### src/rtl/mux_arb_pkg.sv
`default_nettype none
// ============================================================================
// Module      : mux_arb_pkg
// Description : Shared constants and state type for the round-robin mux arbiter.
// Revision    : 1.0 - initial release
// ============================================================================
package mux_arb_pkg;

    localparam int NUM_REQ = 4;
    localparam int SRC_W   = 2;

    // Pointer starts on the last requester so requester 0 wins first after reset
    localparam logic [SRC_W-1:0] LAST_SRC_RST = 2'd3;

    typedef enum logic [0:0] {
        IDLE = 1'b0,
        HOLD = 1'b1
    } arb_state_t;

endpackage
`default_nettype wire

### src/rtl/mux4_sel.sv
`default_nettype none
// ============================================================================
// Module      : mux4_sel
// Description : Combinational 4:1 multiplexer, DATA_W bits, 2-bit select.
// Revision    : 1.0 - initial release
// ============================================================================
module mux4_sel #(
    parameter int DATA_W = 4
) (
    input  logic [DATA_W-1:0] i_d0,
    input  logic [DATA_W-1:0] i_d1,
    input  logic [DATA_W-1:0] i_d2,
    input  logic [DATA_W-1:0] i_d3,
    input  logic [1:0]        i_sel,
    output logic [DATA_W-1:0] o_y
);

    always_comb begin
        o_y = i_d0;
        case (i_sel)
            2'd0:    o_y = i_d0;
            2'd1:    o_y = i_d1;
            2'd2:    o_y = i_d2;
            default: o_y = i_d3;
        endcase
    end

endmodule
`default_nettype wire

### src/rtl/mux_rr_arbiter.sv
`default_nettype none
// ============================================================================
// Module      : mux_rr_arbiter
// Description : Round-robin arbiter driving a shared 4:1 mux into a registered
//               valid/ready output stage. Define MUX_RR_ARBITER_STATS_EN to
//               build the per-requester saturating grant counters.
// Revision    : 1.0 - initial release
// ============================================================================
module mux_rr_arbiter
    import mux_arb_pkg::*;
#(
    parameter int DATA_W = 4,
    parameter int CNT_W  = 8
) (
    input  logic               clk,
    input  logic               rst_n,
    input  logic [NUM_REQ-1:0] req,
    input  logic [DATA_W-1:0]  req_data0,
    input  logic [DATA_W-1:0]  req_data1,
    input  logic [DATA_W-1:0]  req_data2,
    input  logic [DATA_W-1:0]  req_data3,
    output logic [NUM_REQ-1:0] gnt,
    output logic               out_valid,
    output logic [DATA_W-1:0]  out_data,
    output logic [SRC_W-1:0]   out_src,
    input  logic               out_ready,
    input  logic [1:0]         stat_sel,
    input  logic               stat_clr,
    output logic [CNT_W-1:0]   stat_cnt
);

    arb_state_t          r_state;
    logic                r_out_valid;
    logic [DATA_W-1:0]   r_out_data;
    logic [SRC_W-1:0]    r_out_src;
    logic [SRC_W-1:0]    r_last_src;

    logic                w_any_req;
    logic                w_capture;
    logic [SRC_W-1:0]    w_idx;
    logic [SRC_W-1:0]    w_win;
    logic [NUM_REQ-1:0]  w_gnt;
    logic [DATA_W-1:0]   w_mux_y;

    assign w_any_req = |req;
    assign w_capture = (r_state == IDLE) || out_ready;

    // Walk from the farthest candidate to the nearest so the nearest wins
    always_comb begin
        w_win = r_last_src;
        w_idx = r_last_src;
        for (int k = NUM_REQ; k >= 1; k--) begin
            w_idx = r_last_src + SRC_W'(k);
            if (req[w_idx]) begin
                w_win = w_idx;
            end
        end
    end

    assign w_gnt = (rst_n && w_capture && w_any_req) ? (NUM_REQ'(1) << w_win) : '0;

    mux4_sel #(
        .DATA_W (DATA_W)
    ) u_mux (
        .i_d0  (req_data0),
        .i_d1  (req_data1),
        .i_d2  (req_data2),
        .i_d3  (req_data3),
        .i_sel (w_win),
        .o_y   (w_mux_y)
    );

    always_ff @(posedge clk or negedge rst_n) begin
        if (!rst_n) begin
            r_state     <= IDLE;
            r_out_valid <= 1'b0;
            r_out_data  <= '0;
            r_out_src   <= '0;
            r_last_src  <= LAST_SRC_RST;
        end else if (w_capture) begin
            if (w_any_req) begin
                r_state     <= HOLD;
                r_out_valid <= 1'b1;
                r_out_data  <= w_mux_y;
                r_out_src   <= w_win;
                r_last_src  <= w_win;
            end else begin
                r_state     <= IDLE;
                r_out_valid <= 1'b0;
            end
        end
    end

    assign gnt       = w_gnt;
    assign out_valid = r_out_valid;
    assign out_data  = r_out_data;
    assign out_src   = r_out_src;

`ifdef MUX_RR_ARBITER_STATS_EN
    logic [NUM_REQ-1:0][CNT_W-1:0] w_cnt;

    for (genvar gi = 0; gi < NUM_REQ; gi++) begin : g_cnt
        logic [CNT_W-1:0] r_cnt;

        // Clear outranks increment; counters stick at all-ones
        always_ff @(posedge clk or negedge rst_n) begin
            if (!rst_n) begin
                r_cnt <= '0;
            end else if (stat_clr) begin
                r_cnt <= '0;
            end else if (w_gnt[gi] && (r_cnt != '1)) begin
                r_cnt <= r_cnt + CNT_W'(1);
            end
        end

        assign w_cnt[gi] = r_cnt;
    end

    assign stat_cnt = w_cnt[stat_sel];
`else
    logic w_unused_stats;
    assign w_unused_stats = ^{stat_sel, stat_clr};
    assign stat_cnt       = '0;
`endif

endmodule
`default_nettype wire

### config.mk
export PLATFORM = sky130hd
export DESIGN_NAME = mux_rr_arbiter
export DESIGN_NICKNAME = d
export VERILOG_FILES = /design/src/rtl/mux_arb_pkg.sv /design/src/rtl/mux4_sel.sv /design/src/rtl/mux_rr_arbiter.sv
export SDC_FILE = /design/constraint.sdc
export NUM_CORES = 1
export LEC_CHECK = 0
export CORE_MARGIN = 1
export CORE_UTILIZATION = 45
export DETAILED_ROUTE_END_ITERATION = 10
export DONT_BUFFER_PORTS = 1
export HOLD_SLACK_MARGIN = 0.08
export PLACE_DENSITY = 0.71
export SLEW_MARGIN = 15
export SYNTH_ARGS = -nofsm -noshare
export SYNTH_HDL_FRONTEND = slang
export SYNTH_SLANG_ARGS = --single-unit
### constraint.sdc
create_clock -name clk -period 4.5 [get_ports clk]
set_input_delay 1.35 -clock clk [delete_from_list [all_inputs] [get_ports clk]]
set_output_delay 1.35 -clock clk [all_outputs]
set_load 0.005 [all_outputs]
* Yosys cells after proc, flatten, opt, wreduce, memory -nomap -nowiden
Cells that the tools add are included.
** Storage, ports and cells
- Register bits :: 9
- Input bits :: 26
- Logic and storage cells :: 32
** Cells by class
- Add/subtract/negate cells :: 3
- Magnitude comparators :: 3
- Equal/unequal tests :: 2
- Shift operators :: 1
- Mux-type cells :: 12
- Bitwise gates (word level) :: 1
- Reductions and logical operators :: 6
** Operators with widths (count)
- 4-bit case mux with 3 select lines :: 1
- 2-bit by 3-bit < comparator with 1-bit output, second input constant :: 3
- 1-bit binary-select mux with 2-bit select :: 3
- 2-bit two-way mux :: 3
- 2-bit adder, second input constant :: 2
- 1-bit two-way mux :: 4
- 4-bit two-way mux :: 1
- 4-bit OR reduction :: 1
- 1-bit by 2-bit left shift with 4-bit output, first input constant :: 1
- 2-bit by 1-bit adder with 2-bit output, second input constant :: 1
- 2-bit by 1-bit == test with 1-bit output, second input constant :: 1
- 2-bit == test, second input constant :: 1
- 1-bit logical AND :: 2
- 2-bit zero test :: 1
- 2-bit AND reduction :: 1
- 1-bit logical OR :: 1
- 1-bit NOT :: 1

* Logic depth before layout (Yosys ltp)
- Depth after elaboration :: 8
- Depth in mapped cells :: 6
- Gate-level depth less buffers :: 5

* Cells and area by module
Synthesis repeated with hierarchy kept, for this count alone.
** Unflattened totals
- Cell total of the unflattened synthesis :: 59
- Area total of the unflattened synthesis :: 674.4 sq um
** Modules (own cells, without submodules)
- mux_rr_arbiter :: times used 1, cells each 55, area an instance 569.3 sq um, sequential area each 227.7 sq um
- mux4_sel :: times used 1, cells each 4, area an instance 105.1 sq um, sequential area each 0.0 sq um

* Worst setup path after synthesis
Ideal clock, no wire load.
- Path type :: input-to-output
- Start point :: in req[0]
- End point :: out gnt[2]
- Arrival time :: 2258 ps
- Data required time :: 3150 ps
- Slack :: 892 ps
- Cell stages on the path :: 6
- Path through :: o21ai_1 -> o21ai_1 -> a221oi_4 -> buf_6 -> inv_2 -> nor2_1
** Between the ends
- Longest elaborated chain between the ends :: 7
- Elaborated cells on any way between the ends :: 13
- Classes of those cells :: 1 x shift; 10 x mux; 2 x reduce/logical
** Ends and longest elaborated chain
- from (decl) :: RTL line mux_rr_arbiter.sv:17 : input logic [NUM_REQ-1:0] req,
- 1-bit binary-select mux with 2-bit select :: RTL line mux_rr_arbiter.sv:54 : if (req[w_idx]) begin
- 1-bit two-way mux (implied by the code) :: RTL line mux_rr_arbiter.sv:54
- 2-bit two-way mux (3 in a row) :: RTL line mux_rr_arbiter.sv:54
- 1-bit by 2-bit left shift with 4-bit output :: RTL line mux_rr_arbiter.sv:60 : assign w_gnt = (rst_n && w_capture && w_any_req) ? (NUM_REQ'(1) << w_win) : '0;
- 4-bit two-way mux * :: RTL line mux_rr_arbiter.sv:60
- to (decl) :: RTL line mux_rr_arbiter.sv:22 : output logic [NUM_REQ-1:0] gnt,
Every way passes the cells marked *; elsewhere a longest branch is shown, timed or not. The select of a mux whose other input is x is not followed.

* Worst setup path after layout
- Start point :: in req[3]
- End point :: out gnt[0]
Same word-level chain as after synthesis.

==> results.yml <==
critical_path:
  end_kind: "output port"
  start_kind: "primary input"
  worst_ep_required_time_ns: 3.15
  cp_data_arrival_time_ns: 2.29
  slowest_stage: "nor4_1"
  critPathKind: "in2out"
  cp-endpoint: "gnt[0]"
  r2r_setup_slack_ns: 2.63
  critPathLaunch: "req[3]"
  crit_path_cell_trace: "nor4_1 -> a21oi_1 -> nand3_1 -> nor2_1"
  worstReg2RegEnd: "out_data[0]$_DFFE_PN0P_"
  slowest_delay_ns: 0.45
  rr_startpoint: "r_last_src[0]$_DFFE_PN1P_"
  reg2reg_depth: 6
  crit_cells: 4
  timing.critical_path.buf_inv: 0
  critPathTopFamily: "simple AND/OR/NAND/NOR gates"
  worstPathMaxFanout: 8
final_layout:
  layout_common_cells: "nor2_1 (10), nand2_1 (9), mux2i_1 (8), conb_1 (8), dfrtp_1 (7)"
  fin_area_um2: 639.4
  antenna_cells: 0
  drive_above_1_share_pct: 10.67
  final_core_util_pct: 49.13
  area_growth_pct: 1.188
  final_common_cell: "nor2_1"
  final_nets: 102
sta:
  finalSetupTns_ns: 0
  drv_slew: 0
  hold_violations: 0
  holdWs_ns: 0.5258
  period_share_pct: 80.94
  finalSetupViolCount: 0
  slew_headroom_pct: 62.07
  finalClockSkew_ns: 0.002915
  rsz0062_at_grt: "false"
  max_freq_mhz: 274.6
  worst_slack_ns: 0.8578
  period_needed_ns: 3.642
  worst_slew_pin_slew_ns: 0.5689
clocking:
  clockBufferDepth: 2
  cts_buffers: 3
  insertion_delay_ns: 0.26
  cts_hold_buf: 0
  cts_resized: 0
  cts-root-buf: "clkbuf_4"
  cts_tree: "done"
  clkTransAtPathRegs_ns: 0.06
  h-tree-depth: 1
  post-cts-setup-buffers: 0
  clock_sinks: 9
pwr:
  p_sw_share_pct: 37.01
  seq_power_share_pct: 43.3
  switchingPower_mw: 0.1173
  ir_worst_vdd_mv: 0.2291
  clock_power_share_pct: 19.9
  combPwrFrac_pct: 36.8
  powerDensity_nw_per_um2: 495.6
  leakage_nw: 0.2963
  p_int_mw: 0.1996
die:
  dieArea_um2: 1558
  rows: 13
  die_y_um: 39.47
  start_util_pct: 48.56
  pin_count: 45
  die_width_um: 39.47
  core_area_um2: 1301
place:
  portBuffers: 0
  placed_area_um2: 613.1
  place_ws_ns: 0.8533
  dpl.hpwl_mm: 1.029
  place.gp.congestion: 0.7879
drt:
  drc: 0
  wl_per_cell_um: 14.07
  drt-pass1-iter-count: 4
  drt_wl_total_mm: 1.266
  num_vias: 505
  viasPerCell: 5.611
  dr.first_iter.drc_count: 5
  ant_nets: 0
synthesis:
  yosys_warnings: 0
  ys_seq_elements: 9
  avgSynthCellArea_um2: 8.776
  synth_cell_types: 24
  ys_seq_area_share_pct: 36.04
  synthCells: 72
  netlist_area_um2: 631.9
status:
  status: "complete, no violations"
global_routing:
  grt_remaining_overflow: 0
  grt_start_max_net_pins: 12
  grt_pass1_wl_mm: 1.794
  grt_pass1_vias: 443
  antenna_found_initial: 0
  grt_use_total_pct: 17.80
min_path:
  hold_class: "reg2reg"
job:
  cap_violations: 0
==> final cells by class <==
class	instances	area, um^2
Clock buffer	4	26.28
Fill cell	136	661.9
Inverter	4	15.01
Multi-Input combinational cell	57	344.1
Sequential cell	9	227.7
Tap cell	15	18.77
Timing Repair Buffer	1	7.507
==> metrics by stage <==
step / instances / total power [mW]
global route: 90 / 0.3381
floorplan: 79 / 0.2398
finish: 90 / 0.3169
detailed placement: 86 / 0.2561
global placement: 86 / 0.2511
CTS: 90 / 0.3175
==> power groups by stage <==
| stage | logic, mW | registers [mW] | clock network (mW) |
|---|---|---|---|
| after floorplan | 0.108 | 0.132 | 0 |
| after global placement | 0.114 | 0.137 | 0 |
| after detailed placement | 0.118 | 0.138 | 0 |
| after CTS | 0.118 | 0.137 | 0.0623 |
| after global routing | 0.130 | 0.140 | 0.0681 |
| final | 0.117 | 0.137 | 0.0630 |
==> state kept, by name, indices dropped and copies added (netlist names) <==
signal      count
out_src         2
out_data        4
out_valid       1
r_last_src      2
==> worst min-delay path by stage <==
stage | slack (ns) | to | depth (start not counted) | startpoint
final | 0.53 | out_data[2]$_DFFE_PN0P_ | 2 | out_data[2]$_DFFE_PN0P_
after global routing | 0.54 | out_src[0]$_DFFE_PN0P_ | 1 | out_src[0]$_DFFE_PN0P_
after CTS | 0.53 | out_data[2]$_DFFE_PN0P_ | 2 | out_data[2]$_DFFE_PN0P_
after detailed placement | 0.51 | out_src[0]$_DFFE_PN0P_ | 1 | out_src[0]$_DFFE_PN0P_
after global placement | 0.51 | out_data[2]$_DFFE_PN0P_ | 2 | out_data[2]$_DFFE_PN0P_
after floorplan | 0.48 | out_data[0]$_DFFE_PN0P_ | 2 | out_data[0]$_DFFE_PN0P_
==> per-layer routing <==
layer	wire, um	vias to the layer above	track usage, %
met5	0	-	0
met3	123	4	2.273
met1	546	228	23.13
met2	568	32	26.64
met4	27	0	12.93
li1	-	241	-
==> cells by family after synthesis <==
logic type / after synthesis / share of synthesized area [%]
buffers and inverters: 13 / 13.66
other: 1 / 0.5935
DFF: 9 / 36.04
muxes: 8 / 12.67
AOI/OAI and AO/OA: 14 / 18.42
and+or+nand+nor: 27 / 18.62
==> Yosys cell counts, drive strengths merged <==
| cell | n | area, um^2 |
|---|---|---|
| dfrtp | 7 | 175.2 |
| nand2b | 2 | 12.51 |
| buf | 9 | 71.32 |
| o21ai | 3 | 15.01 |
| clkinv | 1 | 3.750 |
| a21oi | 2 | 10.01 |
| or3 | 1 | 6.260 |
| conb | 1 | 3.750 |
| nand2 | 9 | 33.78 |
| nor2b | 1 | 6.260 |
| a21o | 1 | 7.510 |
| nor2 | 10 | 37.54 |
| inv | 3 | 11.26 |
| o221ai | 4 | 35.03 |
| nand3 | 2 | 10.01 |
| a221oi | 1 | 26.28 |
| dfstp | 2 | 52.55 |
| o21a | 2 | 15.01 |
| mux2i | 8 | 80.08 |
| a211oi | 1 | 7.510 |
| nor4 | 1 | 6.260 |
| nor3 | 1 | 5.000 |
==> worst min-delay path, stage by stage (launching register included) <==
cell	delay, ns
dfrtp_1	0.37
nand2_1	0.06
o221ai_1	0.06
Power figures use the tool's default switching activity.
